==> config.mk <==
export PLATFORM = sky130hd
export DESIGN_NAME = mult_issue_queue
export DESIGN_NICKNAME = d
export VERILOG_FILES = /design/src/rtl/mult_issue_queue.sv
export SDC_FILE = /design/constraint.sdc
export NUM_CORES = 1
export LEC_CHECK = 0
export CORE_MARGIN = 2
export CORE_UTILIZATION = 54
export DETAILED_ROUTE_END_ITERATION = 7
export PLACE_DENSITY = 0.8
export REMOVE_ABC_BUFFERS = 1
export SYNTH_ARGS = -nofsm -noshare
export SYNTH_HDL_FRONTEND = slang
export SYNTH_SLANG_ARGS = --single-unit
==> constraint.sdc <==
create_clock -name clock -period 6.35 [get_ports clock]
set_input_delay 1.905 -clock clock [delete_from_list [all_inputs] [get_ports clock]]
set_output_delay 1.905 -clock clock [all_outputs]
set_load 0.005 [all_outputs]
==> src/rtl/mult_issue_queue.sv <==
// mult_issue_queue
//   Issue stage in front of the pipelined 64-bit multiplier. Requests are
//   buffered in a small circular queue. At most one request per cycle is issued
//   to the multiplier from registered operands. An in-order tag FIFO pairs each
//   returning product with the tag of the request that produced it.
//   Optional statistics outputs (issue_count, stall_count) are compiled in
//   when the macro MULT_ISSUE_STATS_EN is defined.
module mult_issue_queue #(
    parameter int DEPTH    = 4,
    parameter int TAG_W    = 4,
    parameter int MULT_LAT = 8
) (
    input  logic             clock,
    input  logic             reset,
    input  logic             flush,
    input  logic             req_valid,
    output logic             req_ready,
    input  logic [63:0]      req_mcand,
    input  logic [63:0]      req_mplier,
    input  logic [TAG_W-1:0] req_tag,
    output logic             mult_start,
    output logic [63:0]      mult_mcand,
    output logic [63:0]      mult_mplier,
    input  logic             mult_done,
    input  logic [63:0]      mult_product,
    output logic             resp_valid,
    output logic [63:0]      resp_product,
    output logic [TAG_W-1:0] resp_tag,
    output logic             err
`ifdef MULT_ISSUE_STATS_EN
    ,
    output logic [31:0]      issue_count,
    output logic [31:0]      stall_count
`endif
);

    localparam int AW   = $clog2(DEPTH);
    localparam int IFD  = MULT_LAT + 1;
    localparam int IFW  = (IFD > 1) ? $clog2(IFD) : 1;
    localparam int IFCW = $clog2(IFD + 1);

    localparam logic [IFW-1:0]  IF_LAST = IFW'(IFD - 1);
    localparam logic [IFCW-1:0] IF_FULL = IFCW'(IFD);

    // The in-flight FIFO depth is generally not a power of two, so its
    // indices wrap explicitly.
    function automatic logic [IFW-1:0] if_next(input logic [IFW-1:0] idx);
        return (idx == IF_LAST) ? '0 : idx + 1'b1;
    endfunction

`ifdef MULT_ISSUE_STATS_EN
    function automatic logic [31:0] sat_inc(input logic [31:0] val);
        return (val == 32'hFFFF_FFFF) ? val : val + 32'd1;
    endfunction
`endif

    // Request queue: payload storage plus pointers with one extra wrap bit.
    logic [63:0]      r_q_mcand  [DEPTH];
    logic [63:0]      r_q_mplier [DEPTH];
    logic [TAG_W-1:0] r_q_tag    [DEPTH];
    logic [AW:0]      r_wptr;
    logic [AW:0]      r_rptr;

    // Registered multiplier interface.
    logic             r_start;
    logic [63:0]      r_mcand;
    logic [63:0]      r_mplier;

    // In-flight tag FIFO.
    logic [TAG_W-1:0] r_if_tag [IFD];
    logic [IFW-1:0]   r_if_wr;
    logic [IFW-1:0]   r_if_rd;
    logic [IFCW-1:0]  r_if_cnt;
    logic             r_err;

    logic [AW-1:0]    w_q_wr;
    logic [AW-1:0]    w_q_rd;
    logic             w_q_empty;
    logic             w_q_full;
    logic             w_if_empty;
    logic             w_if_full;
    logic             w_ready;
    logic             w_push;
    logic             w_issue;
    logic             w_if_pop;
    logic             w_stray_done;

    assign w_q_wr     = r_wptr[AW-1:0];
    assign w_q_rd     = r_rptr[AW-1:0];
    assign w_q_empty  = (r_wptr == r_rptr);
    assign w_q_full   = (r_wptr[AW] != r_rptr[AW]) && (w_q_wr == w_q_rd);
    assign w_if_empty = (r_if_cnt == '0);
    assign w_if_full  = (r_if_cnt == IF_FULL);

    // Readiness ignores a same-cycle pop, and flush blocks new requests.
    assign w_ready      = !w_q_full && !flush;
    assign w_push       = req_valid && w_ready;
    assign w_issue      = !w_q_empty && !w_if_full && !flush;
    assign w_if_pop     = mult_done && !w_if_empty;
    assign w_stray_done = mult_done && w_if_empty;

    // Queue pointers: flush collapses the queue; otherwise push and pop independently.
    always_ff @(posedge clock or negedge reset) begin
        if (!reset) begin
            r_wptr <= '0;
            r_rptr <= '0;
        end else if (flush) begin
            r_rptr <= r_wptr;
        end else begin
            if (w_push)
                r_wptr <= r_wptr + 1'b1;
            if (w_issue)
                r_rptr <= r_rptr + 1'b1;
        end
    end

    // Queue payload storage; contents are only meaningful between the pointers.
    always_ff @(posedge clock) begin
        if (w_push) begin
            r_q_mcand[w_q_wr]  <= req_mcand;
            r_q_mplier[w_q_wr] <= req_mplier;
            r_q_tag[w_q_wr]    <= req_tag;
        end
    end

    // Issue register: start pulses for one cycle; operands hold between issues.
    always_ff @(posedge clock or negedge reset) begin
        if (!reset) begin
            r_start  <= 1'b0;
            r_mcand  <= '0;
            r_mplier <= '0;
        end else begin
            r_start <= w_issue;
            if (w_issue) begin
                r_mcand  <= r_q_mcand[w_q_rd];
                r_mplier <= r_q_mplier[w_q_rd];
            end
        end
    end

    // In-flight bookkeeping: push on issue, pop on done, and flag a stray done.
    always_ff @(posedge clock or negedge reset) begin
        if (!reset) begin
            r_if_wr  <= '0;
            r_if_rd  <= '0;
            r_if_cnt <= '0;
            r_err    <= 1'b0;
        end else begin
            if (w_issue)
                r_if_wr <= if_next(r_if_wr);
            if (w_if_pop)
                r_if_rd <= if_next(r_if_rd);
            case ({w_issue, w_if_pop})
                2'b10:   r_if_cnt <= r_if_cnt + 1'b1;
                2'b01:   r_if_cnt <= r_if_cnt - 1'b1;
                default: r_if_cnt <= r_if_cnt;
            endcase
            if (w_stray_done)
                r_err <= 1'b1;
        end
    end

    // In-flight tag storage, written with the tag of the request being issued.
    always_ff @(posedge clock) begin
        if (w_issue)
            r_if_tag[r_if_wr] <= r_q_tag[w_q_rd];
    end

`ifdef MULT_ISSUE_STATS_EN
    logic [31:0] r_issue_count;
    logic [31:0] r_stall_count;

    // Saturating statistics; stalls caused by flush are not counted.
    always_ff @(posedge clock or negedge reset) begin
        if (!reset) begin
            r_issue_count <= '0;
            r_stall_count <= '0;
        end else begin
            if (w_issue)
                r_issue_count <= sat_inc(r_issue_count);
            if (req_valid && !w_ready && !flush)
                r_stall_count <= sat_inc(r_stall_count);
        end
    end

    assign issue_count = r_issue_count;
    assign stall_count = r_stall_count;
`endif

    assign req_ready    = w_ready;
    assign mult_start   = r_start;
    assign mult_mcand   = r_mcand;
    assign mult_mplier  = r_mplier;
    assign resp_valid   = mult_done;
    assign resp_product = mult_product;
    assign resp_tag     = w_if_empty ? '0 : r_if_tag[r_if_rd];
    assign err          = r_err;

endmodule

# Yosys cells after proc, flatten, opt, wreduce, memory -nomap -nowiden
# Memories as Yosys holds them, arrays and structs flattened. A register that Yosys moved wholly into a read port is not among the register bits.
# Index checks and enable logic that the tools add are counted.
op_classes:
  add_sub_neg: 6
  mul: 0
  n_div: 0
  n_lt_le_gt_ge: 0
  eq_ne: 8
  shifts: 0
  muxes: 10
  n_bitwise: 1
  reduce_logical: 18
ops:
  columns: ["operator", "n"]
  rows:
  - ["adder 4 x 1 -> 4 bit, second input constant", 3]
  - ["== test 4 bit, second input constant", 3]
  - ["2-to-1 mux 4 bit", 3]
  - ["case mux 4 bit (2 select lines)", 1]
  - ["logical AND 1 bit", 7]
  - ["zero test 1 bit", 7]
  - ["adder 3 x 1 -> 3 bit, second input constant", 2]
  - ["2-to-1 mux 3 bit", 2]
  - ["zero test 4 bit", 1]
  - ["2-to-1 mux 1 bit", 4]
  - ["nonzero test 2 bit", 2]
  - ["subtractor 4 x 1 -> 4 bit, second input constant", 1]
  - ["== test 3 bit", 1]
  - ["== test 2 x 1 -> 1 bit, second input constant", 1]
  - ["== test 2 bit", 1]
  - ["== test 2 bit, second input constant", 1]
  - ["AND reduction 2 bit", 1]
  - ["!= test 1 bit", 1]
  - ["NOT 1 bit", 1]
totals:
  regBits: 20
  latchBits: 0
  ramBits: 564
  mem_bits_ro: 0
  in_bits: 201
  out_inout_bits: 200
  mem_count: 4
memory_table:
  columns: ["memory", "words", "word_bits", "rd", "rd_ports_with_merged_regs", "write_ports", "line", "rtl"]
  rows:
  - ["r_q_mcand", 4, 64, 1, 1, 1, "58", "logic [63:0] r_q_mcand [DEPTH];"]
  - ["r_q_mplier", 4, 64, 1, 1, 1, "59", "logic [63:0] r_q_mplier [DEPTH];"]
  - ["r_if_tag", 9, 4, 1, 0, 1, "70", "logic [TAG_W-1:0] r_if_tag [IFD];"]
  - ["r_q_tag", 4, 4, 1, 0, 1, "60", "logic [TAG_W-1:0] r_q_tag [DEPTH];"]

# Logic depth before layout (Yosys ltp)
# Gate-level depths: netlist of run 1.
depth:
  depth_word: 7
  mapped_depth: 12

# Worst setup path before layout of run 1
# Ideal clock, no wire load.
synth_timing:
  kind: "input-to-reg"
  start: "input flush"
  end: "memory r_q_mcand[3][0] (enable)"
  setup_ps: 508
  arrival_time_ps: 5566
  slack_ps: 276
  stages: 3
  path_buffers: 1
  cell_sequence: "clkbuf_1 -> a311oi_2 -> and2_1"
synth_between:
  elab_chain_cells: 5
synth_rtl:
  columns: ["item", "line", "rtl"]
  rows:
  - ["from (decl)", "15", "input logic flush,"]
  - ["zero test 1 bit", "96", "assign w_ready = !w_q_full && !flush;"]
  - ["logical AND 1 bit", "96", null]
  - ["logical AND 1 bit", "97", "assign w_push = req_valid && w_ready;"]
  - ["2-to-1 mux 1 bit", "119", "if (w_push) begin"]
  - ["2-to-1 mux 1 bit (implied by the code)", "120", "r_q_mcand[w_q_wr] <= req_mcand;"]
  - ["to (decl)", "58", null]
# Every way passes these cells.

# Final worst setup path of run 1
layout_timing:
  start: "input flush"
  end: "output req_ready"
layout_between:
  elab_chain_cells: 2
layout_rtl:
  columns: ["item", "line", "rtl"]
  rows:
  - ["zero test 1 bit", "96", null]
  - ["logical AND 1 bit", "96", null]
  - ["to (decl)", "17", "output logic req_ready,"]
# Every way passes these cells.

==> results.json, run 1 <==
{
  "outcome": "finished clean",
  "drt-total-wl_um": 64000,
  "post_cts_resized": 0,
  "met1Wirelength_um": 24700,
  "multiInputGateArea_um2": 5470,
  "place_congestion": 0.742,
  "clock_path_buffers": 3,
  "finalNonFillerCells": 2469,
  "nFillCells": 3213,
  "fin_skew_ps": 19.0,
  "design_area_um2": 32400,
  "drc": 0,
  "die_x_um": 228,
  "dr.pass1.iters": 7,
  "ys_types": 40,
  "wl_met3_um": 8000,
  "initial_utilization_pct": 54.9,
  "wl_per_cell_um": 25.9,
  "synth_seq_area_share_pct": 76.4,
  "antenna_left": 0,
  "syn2layout_area_growth_pct": 19.9,
  "path_clk_slew_ps": 60,
  "grt_pass1_wl_um": 93800,
  "dp_cells": 2332,
  "top_layer": "met5",
  "antenna_found_initial": 8,
  "clock_latency_ps": 600,
  "cts_tree": "yes",
  "critPathArrivalTime_ps": 3210,
  "hold_slack_ps": 462,
  "via_count": 14164,
  "routed_via_density": 5.74,
  "yosys_warnings": 0,
  "drv_cap": 0,
  "avgSynthCellArea_um2": 17.9,
  "grt_pass1_vias": 14576,
  "syn_area_um2": 27000,
  "cp.required_ps": 4450,
  "finalHoldViolCount": 0,
  "die_area_um2": 51800,
  "cts_max_level": 3,
  "hold_path.class": "flip-flop to flip-flop",
  "slew-limit-headroom_pct": 32.8,
  "yosys_register_bits": 712,
  "post_cts_buffers": 0,
  "worst_setup_path_start_kind": "input port",
  "drv_slew": 0,
  "io_buffers": 272,
  "root_buffer": "clkbuf_16",
  "rsz0062_at_grt": "no",
  "drt_iter0_markers": 1227,
  "track_usage_pct": 25.3,
  "final_common_cell": "edfxtp_1",
  "fp.coreArea_um2": 49200,
  "setup_viol": 0,
  "final_util_pct": 65.9,
  "fin_total_pwr_uw": 15200,
  "mostFrequentLayoutCells": "564 x edfxtp_1, 396 x nand2_1, 271 x clkdlybuf4s50_1, 146 x dfrtp_1, 132 x mux4_2",
  "num_rows": 81,
  "cts_hold_buf": 0,
  "cts_sinks": 712,
  "worstPathMaxFanout": 10,
  "end_kind": "output pin",
  "leakage_uw": 0.0117,
  "synthCells": 1510,
  "min_period_ps": 5120,
  "place_area_um2": 30000,
  "wl_met2_um": 29100,
  "grt-ovfl-total": 0,
  "min_period_over_period_pct": 80.6,
  "fmaxAchievable_ghz": 0.195,
  "path_class": "input port to output pin",
  "tightest_slew_ps": 1010,
  "power_density_nw_per_um2": 469,
  "dp_hpwl_um": 38200,
  "nNetsFinal": 1958,
  "drive_above_1_share_pct": 15.4,
  "io_pins": 401,
  "regArea_um2": 20600,
  "fp.dieH_um": 228,
  "cts_buffers": 73,
  "vdd_drop_max_v": 0.000352,
  "grt_max_degree": 133
}
[metal layers]
layer | vias up | GRT usage, %
met5 | - | 6.64
met4 | 22 | 7.19
met3 | 160 | 13.1
met2 | 649 | 36.5
met1 | 7284 | 33.2
li1 | 6049 | -
[cell usage after synthesis]
library cell	count	area [um2]
nor4_2	1	12.5
o31ai_1	1	7.51
nor2_1	8	30.0
a21boi_0	1	7.51
mux2_2	3	33.8
xor2_1	6	52.6
a221oi_1	1	8.76
a31oi_1	2	12.5
clkbuf_1	20	75.1
mux4_2	132	2970
nor4bb_1	1	10.0
a311oi_1	1	8.76
nand2_1	396	1490
and2_1	8	50.1
nor4bb_2	1	16.3
a21o_1	2	15.0
buf_6	10	113
buf_2	37	185
a311oi_2	1	15.0
mux2i_1	18	180
edfxtp_1	564	16900
nor2b_1	6	37.5
inv_1	8	30.0
o311ai_0	1	8.76
nor4b_1	1	8.76
inv_4	1	6.26
xnor2_1	7	61.3
nor4_1	4	25.0
nand3_1	1	5.00
o21ai_0	11	55.1
dfrtp_1	148	3700
buf_4	66	495
a311o_1	1	10.0
a21oi_1	3	15.0
and3_1	4	25.0
nand2b_1	3	18.8
o22ai_1	4	25.0
a22o_1	1	8.76
nor3_1	12	60.1
ha_1	14	175
[logic make-up (layout without fill, tap and decap cells)]
kind of cell / Yosys count / after routing / share of synthesized area (%)
other: 0 / 3 / 0
XOR/XNOR: 13 / 13 / 0.422
flip-flops: 712 / 712 / 76.4
multiplexers: 153 / 153 / 11.8
buffers and inverters: 142 / 434 / 3.35
adder cells (fa/ha/maj): 14 / 14 / 0.649
AND/OR/NAND/NOR: 446 / 446 / 6.61
AO/OA/AOI/OAI: 30 / 30 / 0.732
[critical path: stages]
cell	delay, ps
clkdlybuf4s50_1	560
a31oi_1	220
clkdlybuf4s50_1	530
[where the power goes]
group	switching (uW)	total (uW)	leakage [uW]	internal [uW]
Sequential	578	6620	0.00692	6040
Clock	1740	4270	0.00119	2530
Combinational	2160	4310	0.00363	2150
Total	4480	15200	0.0117	10700
[final cells by class]
class | instances | share of cell area [%]
antenna | 3 | 0.0232
clock buffer | 95 | 6.08
clock inverter | 39 | 1.36
inverter | 9 | 0.112
multi-input combinational | 656 | 16.9
sequential | 712 | 63.8
tap | 664 | 2.57
timing repair buffer | 291 | 9.20
[registers in the layout, summed over array words and instances (netlist names)]
register / flops
mult_mcand: 64
mult_start: 1
r_q_mcand: 256
err: 1
mult_mplier: 64
r_q_mplier: 256
r_q_tag: 16
r_if_wr: 4
r_rptr: 3
r_if_tag: 36
r_if_rd: 4
r_wptr: 3
r_if_cnt: 4
[per-stage QoR]
step           setup WS (ps)   TNS, ps
3_5_place_dp            1230         0
2_1_floorplan          -3710  -2491270
3_3_place_gp            1230         0
6_report                1230         0
5_1_grt                 1170         0
4_1_cts                 1220         0
[final timing paths]
path / startpoint / endpoint / slack [ps] / depth (start not counted)
worst min-delay path: err / err / 460 / 1
min in group asynchronous: reset / mult_mplier[55] / 1330 / 1
worst max-delay path: flush / req_ready / 1230 / 3
worst max register to register: r_rptr[0] / r_q_mplier[0][15] / 2810 / 4
worst min register to register: err / err / 460 / 1
max in group asynchronous: reset / mult_mplier[60] / 4030 / 2
No activity file was read; power rests on OpenSTA's default activity.
==> run 2: changes to the inputs <==
- CORE_UTILIZATION: 54 -> 49
- PLACE_DENSITY: 0.8 -> 0.76
- clock period: 6.35 -> 4.4 ns (I/O delays scaled with it)
==> results.json, run 2 (same netlist as run 1, synthesis figures left out) <==
{
  "outcome": "finished clean",
  "worst_setup_path_start_kind": "flip-flop",
  "grt_pass1_wl_um": 93100,
  "io_pins": 401,
  "routed_via_density": 5.55,
  "min_period_over_period_pct": 93.2,
  "leakage_uw": 0.0119,
  "track_usage_pct": 22.3,
  "biggestRegsByFlops": "r_q_mcand: 256 flops, r_q_mplier: 256 flops",
  "dp_hpwl_um": 39700,
  "post_cts_resized": 0,
  "slew-limit-headroom_pct": 35.5,
  "nFillCells": 3899,
  "antenna_found_initial": 9,
  "cts_tree": "yes",
  "min_period_ps": 4100,
  "critPathArrivalTime_ps": 2780,
  "vdd_drop_max_v": 0.000461,
  "syn2layout_area_growth_pct": 21.6,
  "regArea_um2": 20600,
  "via_count": 14046,
  "drive_above_1_share_pct": 16.4,
  "hold_path.class": "flip-flop to flip-flop",
  "antenna_left": 0,
  "cts_hold_buf": 0,
  "grt_pass1_vias": 14472,
  "clock_latency_ps": 600,
  "end_kind": "output pin",
  "path_clk_slew_ps": 60,
  "final_common_cell": "edfxtp_1",
  "cts_max_level": 3,
  "rsz0062_at_grt": "no",
  "finalHoldViolCount": 0,
  "cts_buffers": 73,
  "place_congestion": 0.788,
  "cts_sinks": 712,
  "drt_iter0_markers": 1005,
  "cp.required_ps": 3080,
  "fin_tns_setup_ps": 0,
  "die_x_um": 239,
  "drt-total-wl_um": 62700,
  "dr.pass1.iters": 5,
  "tightest_slew_ps": 968,
  "root_buffer": "clkbuf_16",
  "initial_utilization_pct": 49.3,
  "path_class": "flip-flop to output pin",
  "setup_viol": 0,
  "fp.dieH_um": 239,
  "clock_path_buffers": 3,
  "fp.coreArea_um2": 54800,
  "die_area_um2": 57000,
  "power_density_nw_per_um2": 673,
  "grt_max_degree": 90,
  "fin_skew_ps": 21.6,
  "post-place-ws_ps": 432,
  "wl_per_cell_um": 24.8,
  "drv_slew": 0,
  "multiInputGateArea_um2": 5470,
  "nNetsFinal": 1984,
  "mostFrequentLayoutCells": "564 x edfxtp_1, 396 x nand2_1, 271 x clkdlybuf4s50_1, 146 x dfrtp_1, 132 x mux4_2",
  "drc": 0,
  "setup_ws_ps": 301,
  "num_rows": 86,
  "worstPathMaxFanout": 13,
  "post_cts_buffers": 0,
  "grt-ovfl-total": 0,
  "io_buffers": 272,
  "fmaxAchievable_ghz": 0.244,
  "drv_cap": 0
}
==> run 2: cell types whose count changed in the layout (fill, tap and decap cells not counted), moves of 2 or more <==
| cell | change |
|---|---|
| clkinv_2 | -7 |
| bufinv_16 | +2 |
| clkinv_8 | -2 |
| clkinvlp_4 | +3 |
| buf_12 | +14 |
| clkbuf_16 | +2 |
| buf_4 | +12 |
==> run 2: final cells by class <==
class / count / share of cell area, %
inverter: 9 / 0.110
sequential: 712 / 62.9
clock inverter: 35 / 1.34
timing repair buffer: 317 / 10.2
multi-input combinational: 656 / 16.7
tap: 704 / 2.68
antenna: 2 / 0.0152
clock buffer: 97 / 6.15
==> run 2: report_power, final <==
part | total [uW] | switching (uW) | internal (uW)
Combinational | 6310 | 3120 | 3190
Sequential | 9500 | 789 | 8710
Clock | 6290 | 2470 | 3820
Total | 22100 | 6380 | 15700
==> run 2: final timing paths <==
path | startpoint | end | slack (ps) | depth (start not counted)
max | r_if_rd[0] | resp_tag[0] | 300 | 6
min | err | err | 450 | 1
max reg2reg | r_rptr[1] | r_q_mcand[1][59] | 1390 | 4
min reg2reg | err | err | 450 | 1
max in group asynchronous | reset | mult_mplier[44] | 2750 | 2
min in group asynchronous | reset | mult_mcand[33] | 720 | 1
==> run 2: per-layer routing <==
layer  wire (um)  GRT usage [%]
met1       25000           28.7
met2       28700           33.3
met3        7340           11.1
met4        1290           6.02
met5         479           5.45
==> run 2: critical path, cell delays in order, from the launching register on <==
cell and delay (ps):
dfrtp_1 740, buf_4 280, mux2i_1 100, nor3_1 210, nor4_1 90, nor3_1 210, clkdlybuf4s50_1 540
==> run 2: per-stage QoR <==
stage          hold slack, ps  power, uW  utilization (%)  std cells  area [um2]
2_1_floorplan             451      13300                -       1377       26100
3_3_place_gp              440      15800             55.5       2398       30400
3_5_place_dp              445      16000             55.5       2398       30400
4_1_cts                   457      22400             60.0       2530       32800
5_1_grt                   490      23200             60.0       2531       32800
6_report                  454      22100             60.0       2532       32800
==> run 3: changes to the inputs <==
- GPL_TIMING_DRIVEN: default -> 0
==> results.json, run 3 (same netlist as run 1, synthesis figures left out) <==
{
  "outcome": "finished clean",
  "root_buffer": "clkbuf_16",
  "path_class": "flip-flop to output pin",
  "grt_pass1_vias": 14535,
  "wl_met3_um": 7460,
  "cts_tree": "yes",
  "num_rows": 86,
  "mostFrequentLayoutCells": "564 x edfxtp_1, 396 x nand2_1, 271 x clkdlybuf4s50_1, 145 x dfrtp_1, 132 x mux4_2",
  "io_buffers": 272,
  "nNetsFinal": 1959,
  "track_usage_pct": 22.3,
  "biggestRegsByFlops": "r_q_mcand: 256 flops, r_q_mplier: 256 flops",
  "min_period_over_period_pct": 94.0,
  "top_layer": "met5",
  "die_x_um": 239,
  "r2r-start": "r_rptr[1]",
  "drt_iter0_markers": 1026,
  "setup_viol": 0,
  "fp.coreArea_um2": 54800,
  "routed_via_density": 5.56,
  "cts_sinks": 712,
  "cp.required_ps": 3080,
  "post-place-ws_ps": 90.9,
  "post_cts_buffers": 0,
  "clock_latency_ps": 610,
  "critPathArrivalTime_ps": 2820,
  "end_kind": "output pin",
  "dp_hpwl_um": 38000,
  "grt_max_degree": 96,
  "min_period_ps": 4140,
  "setup_ws_ps": 262,
  "hold_path.class": "flip-flop to flip-flop",
  "power_density_nw_per_um2": 677,
  "wl_per_cell_um": 25.0,
  "via_count": 13954,
  "slew-limit-headroom_pct": 44.3,
  "path_clk_slew_ps": 60,
  "worstReg2RegEnd": "r_if_cnt[2]",
  "grt_pass1_wl_um": 92600,
  "rsz0062_at_grt": "no",
  "tightest_slew_ps": 836,
  "die_area_um2": 57000,
  "final_common_cell": "edfxtp_1",
  "worstPathMaxFanout": 46,
  "drv_slew": 0,
  "cts_buffers": 74,
  "wl_met2_um": 28900,
  "min_to": "mult_mcand[35]",
  "leakage_uw": 0.0118,
  "place_congestion": 0.781,
  "dr.pass1.iters": 5,
  "drt-total-wl_um": 62800,
  "reg2reg_depth": 12,
  "clock_path_buffers": 3,
  "met1Wirelength_um": 24500,
  "fp.dieH_um": 239,
  "fmaxAchievable_ghz": 0.242,
  "antenna_found_initial": 6,
  "ff2ff_setup_slack_ps": 550,
  "syn2layout_area_growth_pct": 21.1,
  "fin_skew_ps": 24.9,
  "initial_utilization_pct": 49.3,
  "cts_max_level": 3,
  "drive_above_1_share_pct": 15.1,
  "hp-start": "mult_mcand[35]",
  "worst_setup_path_start_kind": "flip-flop",
  "vdd_drop_max_v": 0.000492,
  "finalHoldViolCount": 0,
  "drc": 0,
  "io_pins": 401,
  "hold-path-cell-count": 2,
  "drv_cap": 0,
  "grt-ovfl-total": 0,
  "antenna_left": 0,
  "final_util_pct": 59.7
}
[run 3: cell types whose count changed in the layout (fill, tap and decap cells not counted), moves of 2 or more]
cell	delta
buf_4	-22
buf_12	-19
buf_16	+15
clkbuf_1	+12
clkinv_1	-5
bufinv_16	-3
clkinv_2	-2
clkinv_8	+2
[run 3: cell type report]
| class | instances | area, um2 |
|---|---|---|
| fill | 3922 | 22100 |
| sequential | 712 | 20600 |
| multi-input combinational | 656 | 5470 |
| timing repair buffer | 291 | 3220 |
| clock buffer | 109 | 2060 |
| tap | 704 | 881 |
| clock inverter | 28 | 375 |
| inverter | 9 | 38.8 |
| antenna | 2 | 5.00 |
[run 3: worst max path at each step]
stage	startpoint	to	cells after the start	slack, ps
floorplan	r_rptr[0]	r_q_mcand[3][0]	3	-5660
global placement	r_rptr[0]	r_if_wr[2]	5	-13780
detailed placement	flush	r_if_cnt[2]	11	90
CTS	r_if_rd[0]	resp_tag[1]	5	120
global route	r_rptr[1]	req_ready	4	130
finish	r_rptr[1]	req_ready	4	260
[run 3: metal layers]
layer / track usage [%] / vias up
li1: - / 6052
met4: 7.48 / 18
met1: 27.9 / 7175
met5: 5.97 / -
met2: 33.2 / 588
met3: 11.3 / 121
[run 3: through the flow]
stage | hold WS [ps] | instances | total power, uW | instance area, um2 | setup TNS (ps)
floorplan | 451 | 1377 | 13300 | 26100 | -3935040
global placement | 456 | 2353 | 15500 | 29700 | -9389870
detailed placement | 461 | 2372 | 16100 | 30300 | 0
CTS | 475 | 2509 | 22400 | 32700 | 0
global route | 494 | 2510 | 23300 | 32700 | 0
finish | 470 | 2511 | 22100 | 32700 | 0
[run 3: timing repair]
| action | in CTS | in global routing |
|---|---|---|
| hold buffers | 0 | 0 |
| endpoints found under the setup margin | 0 | 2 |
| resized for setup | 0 | 1 |
[run 3: power by group]
part | leakage [uW] | internal [uW] | total, uW | switching (uW)
clock network | 0.00117 | 3700 | 6250 | 2560
logic | 0.00372 | 3250 | 6380 | 3130
registers | 0.00692 | 8710 | 9510 | 795
total | 0.0118 | 15700 | 22100 | 6480
[run 3: worst max-delay path: stages, from the launching register on]
cell and delay [ps]:
dfrtp_4 860, buf_16 330, xnor2_1 220, a31oi_1 220, clkdlybuf4s50_1 560
